File: config.mk
export PLATFORM = sky130hd
export DESIGN_NAME = id_ex_pipe_reg
export DESIGN_NICKNAME = d
export VERILOG_FILES = /design/src/rtl/id_ex_pipe_reg.sv
export SDC_FILE = /design/constraint.sdc
export NUM_CORES = 1
export LEC_CHECK = 0
export CAP_MARGIN = 20
export CORE_AREA = 2 2 158 160
export CTS_CLUSTER_DIAMETER = 80
export DETAILED_ROUTE_END_ITERATION = 16
export DIE_AREA = 0 0 160 162
export PLACE_DENSITY = 0.8
export SLEW_MARGIN = 5
export SYNTH_ARGS = -nofsm -noshare
export SYNTH_HDL_FRONTEND = slang
export SYNTH_SLANG_ARGS = --single-unit
File: constraint.sdc
create_clock -name clk -period 1.5 [get_ports clk]
set_input_delay 0.225 -clock clk [delete_from_list [all_inputs] [get_ports clk]]
set_output_delay 0.225 -clock clk [all_outputs]
set_load 0.05 [all_outputs]
File: src/rtl/id_ex_pipe_reg.sv
// id_ex_pipe_reg: decode->execute pipeline register.
// Holds operands, register numbers, immediate, PC pair and the packed control
// word for one cycle, with valid tracking, stall (hold), flush (bubble insert)
// and a saturating count of inserted bubbles.
// Optional feature macro: ID_WB_BYPASS_EN adds the wb_* ports and forwards
// write-back data into the source operand slots, both while capturing from
// decode and while the stage is held by a stall.
module id_ex_pipe_reg #(
    parameter int XLEN    = 32,
    parameter int RA_W    = 5,
    parameter int NUM_SRC = 2,
    parameter int CTRL_W  = 16,
    parameter int CNT_W   = 16
) (
    input  logic                      clk,
    input  logic                      reset,
    input  logic                      stall,
    input  logic                      flush,
    input  logic                      id_valid,
    output logic                      id_ready,
    input  logic [XLEN-1:0]           id_pc,
    input  logic [XLEN-1:0]           id_pc_plus_4,
    input  logic [NUM_SRC*RA_W-1:0]   id_rs_num,
    input  logic [NUM_SRC*XLEN-1:0]   id_rs_val,
    input  logic [RA_W-1:0]           id_rd_num,
    input  logic [XLEN-1:0]           id_imm,
    input  logic [CTRL_W-1:0]         id_ctrl,
    output logic                      ex_valid,
    output logic [XLEN-1:0]           ex_pc,
    output logic [XLEN-1:0]           ex_pc_plus_4,
    output logic [NUM_SRC*RA_W-1:0]   ex_rs_num,
    output logic [NUM_SRC*XLEN-1:0]   ex_rs_val,
    output logic [RA_W-1:0]           ex_rd_num,
    output logic [XLEN-1:0]           ex_imm,
    output logic [CTRL_W-1:0]         ex_ctrl,
    output logic [CNT_W-1:0]          bubble_cnt
`ifdef ID_WB_BYPASS_EN
    ,
    input  logic                      wb_we,
    input  logic [RA_W-1:0]           wb_rd_num,
    input  logic [XLEN-1:0]           wb_data
`endif
);

    // Stage registers
    logic                      valid_q,  valid_d;
    logic [XLEN-1:0]           pc_q,     pc_d;
    logic [XLEN-1:0]           pc4_q,    pc4_d;
    logic [NUM_SRC*RA_W-1:0]   rs_num_q, rs_num_d;
    logic [NUM_SRC*XLEN-1:0]   rs_val_q, rs_val_d;
    logic [RA_W-1:0]           rd_q,     rd_d;
    logic [XLEN-1:0]           imm_q,    imm_d;
    logic [CTRL_W-1:0]         ctrl_q,   ctrl_d;
    logic [CNT_W-1:0]          cnt_q,    cnt_d;

    // Per-cycle action after priority resolution (reset handled in the flop).
    logic do_load;
    logic do_hold;
    logic bubble;

    // Bypass match per source channel, against decode and against the held slot.
    logic [NUM_SRC-1:0] id_match;
    logic [NUM_SRC-1:0] ex_match;
    logic [XLEN-1:0]    byp_data;

    assign id_ready = ~stall;

    // Flush beats stall; load happens only when neither is asserted.
    assign do_hold = stall & ~flush;
    assign do_load = ~stall & ~flush;
    // A bubble is any cycle where the valid bit is written to zero.
    assign bubble  = flush | (do_load & ~id_valid);

`ifdef ID_WB_BYPASS_EN
    assign byp_data = wb_data;
    genvar gi;
    for (gi = 0; gi < NUM_SRC; gi++) begin : g_match
        // Register 0 is hardwired zero, so a write to it is never forwarded.
        assign id_match[gi] = wb_we && (wb_rd_num != '0) &&
                              (wb_rd_num == id_rs_num[gi*RA_W +: RA_W]);
        assign ex_match[gi] = wb_we && (wb_rd_num != '0) &&
                              (wb_rd_num == rs_num_q[gi*RA_W +: RA_W]);
    end
`else
    assign byp_data = '0;
    assign id_match = '0;
    assign ex_match = '0;
`endif

    // Control/valid side: kill ctrl and rd on any bubble so the invariant
    // "invalid slot has no side effects" holds by construction.
    always_comb begin
        valid_d = valid_q;
        rd_d    = rd_q;
        ctrl_d  = ctrl_q;
        if (flush) begin
            valid_d = 1'b0;
            rd_d    = '0;
            ctrl_d  = '0;
        end else if (do_load) begin
            valid_d = id_valid;
            rd_d    = id_valid ? id_rd_num : '0;
            ctrl_d  = id_valid ? id_ctrl   : '0;
        end
    end

    // Data side: captured on every load (even bubbles), held on stall/flush.
    always_comb begin
        pc_d     = pc_q;
        pc4_d    = pc4_q;
        rs_num_d = rs_num_q;
        imm_d    = imm_q;
        if (do_load) begin
            pc_d     = id_pc;
            pc4_d    = id_pc_plus_4;
            rs_num_d = id_rs_num;
            imm_d    = id_imm;
        end
    end

    // Source operand values, per channel: capture with optional forward on
    // load; while held with a live instruction, a matching write-back refreshes
    // the stale operand so the instruction sees it when the stall releases.
    always_comb begin
        rs_val_d = rs_val_q;
        for (int i = 0; i < NUM_SRC; i++) begin
            if (do_load) begin
                rs_val_d[i*XLEN +: XLEN] = id_match[i] ? byp_data
                                                       : id_rs_val[i*XLEN +: XLEN];
            end else if (do_hold && valid_q && ex_match[i]) begin
                rs_val_d[i*XLEN +: XLEN] = byp_data;
            end
        end
    end

    // Saturating bubble counter; stalls never count.
    always_comb begin
        cnt_d = cnt_q;
        if (bubble && (cnt_q != {CNT_W{1'b1}})) begin
            cnt_d = cnt_q + CNT_W'(1);
        end
    end

    // State register; synchronous reset clears every output-visible field.
    always_ff @(posedge clk) begin
        if (reset) begin
            valid_q  <= 1'b0;
            pc_q     <= '0;
            pc4_q    <= '0;
            rs_num_q <= '0;
            rs_val_q <= '0;
            rd_q     <= '0;
            imm_q    <= '0;
            ctrl_q   <= '0;
            cnt_q    <= '0;
        end else begin
            valid_q  <= valid_d;
            pc_q     <= pc_d;
            pc4_q    <= pc4_d;
            rs_num_q <= rs_num_d;
            rs_val_q <= rs_val_d;
            rd_q     <= rd_d;
            imm_q    <= imm_d;
            ctrl_q   <= ctrl_d;
            cnt_q    <= cnt_d;
        end
    end

    assign ex_valid     = valid_q;
    assign ex_pc        = pc_q;
    assign ex_pc_plus_4 = pc4_q;
    assign ex_rs_num    = rs_num_q;
    assign ex_rs_val    = rs_val_q;
    assign ex_rd_num    = rd_q;
    assign ex_imm       = imm_q;
    assign ex_ctrl      = ctrl_q;
    assign bubble_cnt   = cnt_q;

endmodule

==> flow_summary.ini, run 1 <==
[floorplanning]
row_count = 57
core_area_um2 = 24110
design.die.area_um2 = 25920
initial_core_util_pct = 30.77
pin_count = 405
chipHeight_um = 162
die_w_um = 160

[sta]
period_share_pct = 100.7
hold_viol = 0
setup-violations-final = 3
fmax_mhz = 661.7
skew_ps = 5.047
worstMarginPinSlew_ps = 466.1
setup_slack_ps = -11.22
fin_crit_ps = 1511
drv_slew = 0
timing.max_slew.rel_slack_pct = 68.93
rsz0062_at_grt = yes

[placed_design]
place_congestion = 0.8560
dp.cells = 1663
io_buffer_count = 404
hpwl_um = 18780
pre_cts_slack_ps = -316.7
dpl_cell_area_um2 = 12190

[run_status]
violations = negative setup slack
status = finished, violations left

[logic_synthesis]
synth_cells = 936
yosysWarnings = 0
syn_area_um2 = 7417
async_reset_ff_share_pct = 0
ys_seq_area_share_pct = 56.14
synth_ff_type = dfxtp_1
synth_cell_types = 34
synth_fp_nets = 1133
synth_area_per_cell_um2 = 7.924
ys_ff_latch = 208
synth_edf_count = 0

[grt]
antenna_found_initial = 0
grt_pass1_wl_um = 40140
grt_max_degree = 97
grt-ovfl-total = 0
grt_usage_pct = 18.58
grt_pass1_vias = 8140

[worst_setup_path]
cp-end-kind = flip-flop
critPathTopFamily = compound AO/OA/AOI/OAI gates
max_stage_delay_ps = 440
cp_max_fo = 3
required_ps = 1870
arrival_ps = 1880
path_class = flip-flop to flip-flop
critPathLaunchType = flip-flop
cp_num_buf_inv = 1
crit_chain = nand4_1 > o41ai_4 > buf_4 > mux2i_1 > nor2_1
cp_slowest_cell = o41ai_4

[route]
top_layer_used = met4
wl_um = 25460
wl_met1_um = 9626
drc_errors = 0
antenna_left = 0
drtPass1Iterations = 5
wire_per_inst_um = 14.90
num_vias = 8048
wl_met2_um = 12520
vias_per_cell = 4.709
dr.first_iter.drc_count = 535
met3_length_um = 2613

[cts]
cts-buffers-inserted = 24
htree_levels = 1
cts_tree = yes
insertion_delay_ps = 500
clockRootBuffer = clkbuf_16
path_clk_slew_ps = 60
clockBufferDepth = 3
cts.sinks = 208

[finish]
diodes = 0
syn_to_final_growth_pct = 76.53
instances_no_fill = 1709
layout-drive-gt1-share_pct = 25.63
nNetsFinal = 1564
stdcell_area_um2 = 13090
fill_cells = 2087

[power]
power_density_nw_per_um2 = 1093
p_leak_nw = 5.287
ir_worst_vdd_mv = 0.9540

[min_path]
min_path_type = primary input to flip-flop

[run]
cap_viol_max_count = 0
## registers in the layout (all words and copies together), names as in the netlist
signal        flops
ex_rs_num        10
ex_rs_val        64
ex_valid          1
ex_pc            32
ex_ctrl          16
ex_imm           32
ex_rd_num         5
ex_pc_plus_4     32
bubble_cnt       16
## kinds of logic (layout without fill, tap and decap cells)
logic type	Yosys count	after routing	share of synthesized area (%)
compound gates	220	220	15.67
xor+xnor	1	1	0.1181
fa+ha+maj	1	1	0.1687
buf+inv	71	520	3.812
flops	208	208	56.14
mux	2	2	0.2699
simple gates	433	433	23.82
## worst min-delay path: cells and delay by family
| family | cells | cell delay [ps] |
|---|---|---|
| AO/OA/AOI/OAI | 1 | 50 |
| buffers and inverters | 1 | 390 |
| AND/OR/NAND/NOR | 1 | 50 |
## layer usage
layer,track usage (%),vias up
li1,-,3948
met1,20.11,3687
met2,33.77,362
met3,6.665,51
met4,6.143,0
met5,0,-
## power by group
| group | leakage [nW] | internal, mW | switching (mW) | total, mW |
|---|---|---|---|---|
| logic | 3.17 | 1.09 | 1.44 | 2.54 |
| registers | 1.71 | 5.73 | 0.136 | 5.87 |
| clock network | 0.405 | 3.61 | 2.29 | 5.91 |
## stage by stage
step           util [%]  setup TNS [ps]  hold WS (ps)  power (mW)
2_1_floorplan         -          -437.3         361.0       7.237
6_report          54.32          -20.54         254.8       14.31
3_5_place_dp      50.59          -41500         446.9       8.507
3_3_place_gp      50.59          -32920         438.7       8.470
4_1_cts           54.09          -10.81        -30.33       14.44
5_1_grt           54.32          -355.0         249.2       14.85
## repair_timing
| action | CTS | global route |
|---|---|---|
| setup endpoints to repair | 4 | 11 |
| hold endpoints to repair | 12 | 6 |
| gates cloned | 0 | 0 |
| setup buffers | 1 | 0 |
| gates resized for setup | 2 | 11 |
| pin swaps | 0 | 2 |
## cell type report
cell class	instances	area, um^2	share of cell area, %
Clock buffer	35	744.5	5.686
Timing Repair Buffer	473	4572	34.92
Tap cell	324	405.4	3.096
Inverter	3	11.26	0.08600
Clock inverter	9	78.83	0.6020
Multi-Input combinational cell	657	3058	23.35
Sequential cell	208	4224	32.26
## placed cells by master, fill, tap and decap left out, drive strengths merged, types with 4 or more instances in the layout
cell / synthesis / routed
a21oi: 202 / 202
buf: 15 / 278
clkbuf: 53 / 35
clkdlybuf4s50: 0 / 194
clkinv: 0 / 6
dfxtp: 208 / 208
nand2: 365 / 365
nand3: 28 / 28
nand4: 7 / 7
nor2: 9 / 9
nor3: 5 / 5
o21ai: 6 / 6
o31ai: 4 / 4
or3: 6 / 6
## Yosys cell counts (all sizes together) (3+ instances only)
cell type,number,area [um^2]
inv,3,11.26
nor3,5,25.02
or4,3,22.52
nor4,3,18.77
o21ai,6,30.03
nand4,7,56.30
or3,6,40.03
clkbuf,53,198.9
nor2,9,33.78
and4,3,27.53
nand2,365,1373
o31ai,4,30.03
a21oi,202,1011
buf,15,72.57
dfxtp,208,4164
nand3,28,145.1
## worst paths after layout
check,start,cells past startpoint,endpoint,slack (ps)
min reg2reg,ex_pc[3]$_SDFFE_PP0P_,2,ex_pc[3]$_SDFFE_PP0P_,450
max reg2reg,bubble_cnt[12]$_SDFFE_PP0P_,5,bubble_cnt[1]$_SDFFE_PP0P_,-10
max,bubble_cnt[12]$_SDFFE_PP0P_,5,bubble_cnt[1]$_SDFFE_PP0P_,-10
min,id_pc_plus_4[7],3,ex_pc_plus_4[7]$_SDFFE_PP0P_,250
Power figures use the tool's default switching activity.
==> run 2, diff against run 1 <==
Settings changed: CAP_MARGIN 20 to 30.
==> results of run 2 <==
The final DEF is identical to that of run 1; final timing and power are the same.
==> run 3, diff against run 2 <==
Settings changed: GPL_TIMING_DRIVEN set to 0, PLACE_DENSITY 0.8 to not set, PLACE_DENSITY_LB_ADDON set to 0.05.
==> flow_summary.ini, run 3 (same netlist as run 1, synthesis figures left out) <==
[power]
switching_power_mw = 3.883
p_leak_nw = 4.881
pwr-share-clk_pct = 42.8
ir_worst_vdd_mv = 0.7607
seqPwrFrac_pct = 40.6
power_density_nw_per_um2 = 1119
swShare_pct = 26.99
p_int_mw = 10.50
power_frac_comb_pct = 16.6
fin_total_pwr_mw = 14.39

[finish]
syn_to_final_growth_pct = 73.33
layout-drive-gt1-share_pct = 23.91
largest_reg_flops = 64
instances_no_fill = 1723
final_cell_mix = 364 x nand2_1, 202 x a21oi_1, 192 x dfxtp_1, 192 x clkdlybuf4s50_1, 125 x clkdlybuf4s15_2
layout_commonest_cell = nand2_1
nNetsFinal = 1577

[floorplanning]
row_count = 57
core_area_um2 = 24110
chipHeight_um = 162
pin_count = 405
design.die.area_um2 = 25920
initial_core_util_pct = 30.77
die_w_um = 160

[sta]
fin_crit_ps = 1553
hold_slack_ps = 255.1
finalSetupTns_ps = -93.35
drv_slew = 0
fmax_mhz = 644.0
hold_viol = 0
rsz0062_at_grt = yes
period_share_pct = 103.5
skew_ps = 5.878
worstMarginPinSlew_ps = 711.6
timing.max_slew.rel_slack_pct = 52.56
setup_slack_ps = -52.74
setup-violations-final = 4

[run]
cap_viol_max_count = 0

[grt]
grt-ovfl-total = 0
grt_max_degree = 13
grt_usage_pct = 21.60
grt_pass1_wl_um = 44180
grt_pass1_vias = 7583
antenna_found_initial = 3

[cts]
path_clk_slew_ps = 60
clockRootBuffer = clkbuf_16
cts.sinks = 208
clockBufferDepth = 3
insertion_delay_ps = 510
cts-buffers-inserted = 25
htree_levels = 1
cts_tree = yes

[run_status]
status = finished, violations left
violations = negative setup slack

[route]
drtPass1Iterations = 5
dr.first_iter.drc_count = 416
wire_per_inst_um = 16.93
drc_errors = 0
num_vias = 7923
antenna_left = 0
wl_um = 29170
vias_per_cell = 4.598

[worst_setup_path]
path_class = flip-flop to flip-flop
critPathLaunchType = flip-flop
arrival_ps = 1980
cp_max_fo = 4
cp-end-kind = flip-flop
required_ps = 1930

[min_path]
min_path_type = primary input to flip-flop

[placed_design]
pre_cts_slack_ps = -1027
place_congestion = 0.8003
hpwl_um = 21830
io_buffer_count = 403
dp.cells = 1663
## run 3: changes by cell type in the layout (fill, tap and decap cells not counted), sizes merged
cell / delta
buf: -183
clkdlybuf4s15: +125
clkbuf: +57
clkdlybuf4s18: +20
clkinv: -5
clkdlybuf4s50: -2
clkinvlp: -2
diode: +2
bufinv: +1
dlygate4sd2: +1
dlygate4sd3: -1
dlymetal6s2s: +1
## run 3: metrics by stage
stage	cell area (um^2)	util [%]
6_report	12860	53.33
5_1_grt	12860	53.33
4_1_cts	13040	54.08
3_5_place_dp	11940	49.53
3_3_place_gp	11940	49.53
2_1_floorplan	7500	-
## run 3: path summary, 6_finish.rpt
| kind | start | endpoint | cells past startpoint | slack (ps) |
|---|---|---|---|---|
| max | bubble_cnt[1]$_SDFFE_PP0P_ | bubble_cnt[13]$_SDFFE_PP0P_ | 5 | -50 |
| min | id_rs_val[32] | ex_rs_val[32]$_SDFFE_PP0P_ | 3 | 260 |
| max reg2reg | bubble_cnt[1]$_SDFFE_PP0P_ | bubble_cnt[13]$_SDFFE_PP0P_ | 5 | -50 |
| min reg2reg | ex_rs_val[18]$_SDFFE_PP0P_ | ex_rs_val[18]$_SDFFE_PP0P_ | 2 | 450 |
## run 3: power groups by stage
stage | logic, mW | registers, mW | clock network, mW
global placement | 2.45 | 5.96 | 0
finish | 2.39 | 5.85 | 6.15
global route | 2.54 | 5.87 | 6.57
CTS | 2.44 | 5.85 | 6.30
detailed placement | 2.45 | 5.97 | 0
floorplan | 0.496 | 6.74 | 0
## run 3: layout make-up
cell class              count  area [um^2]
well taps                 324        405.4
multi-input cells         657         3057
plain buffers              68        312.8
clock buffers              41        777.0
inverters                   3        11.26
fillers                  2391        11250
flip-flops and latches    208         4224
clock inverters             3        65.06
diodes                      2        5.005
repair buffers            417         3999
## run 3: critical path, stage by stage, from the launching register on
cell and delay (ps):
dfxtp_4 370, buf_12 110, and4_4 220, nand4_1 180
or4_1 450, a21oi_1 140
## run 3: what timing repair did
item | CTS | global route
setup endpoints to repair | 397 | 261
buffers inserted | 9 | 6
hold buffers | 0 | 0
resized for setup | 722 | 101
pin swaps | 7 | 3
cloned | 0 | 0
## run 3: per-layer routing
layer	up-vias	routed length [um]	GRT usage, %
li1	3983	-	-
met3	45	2793	7.891
met1	3600	11540	24.94
met5	-	0	0
met2	295	14260	37.94
met4	0	571	5.692
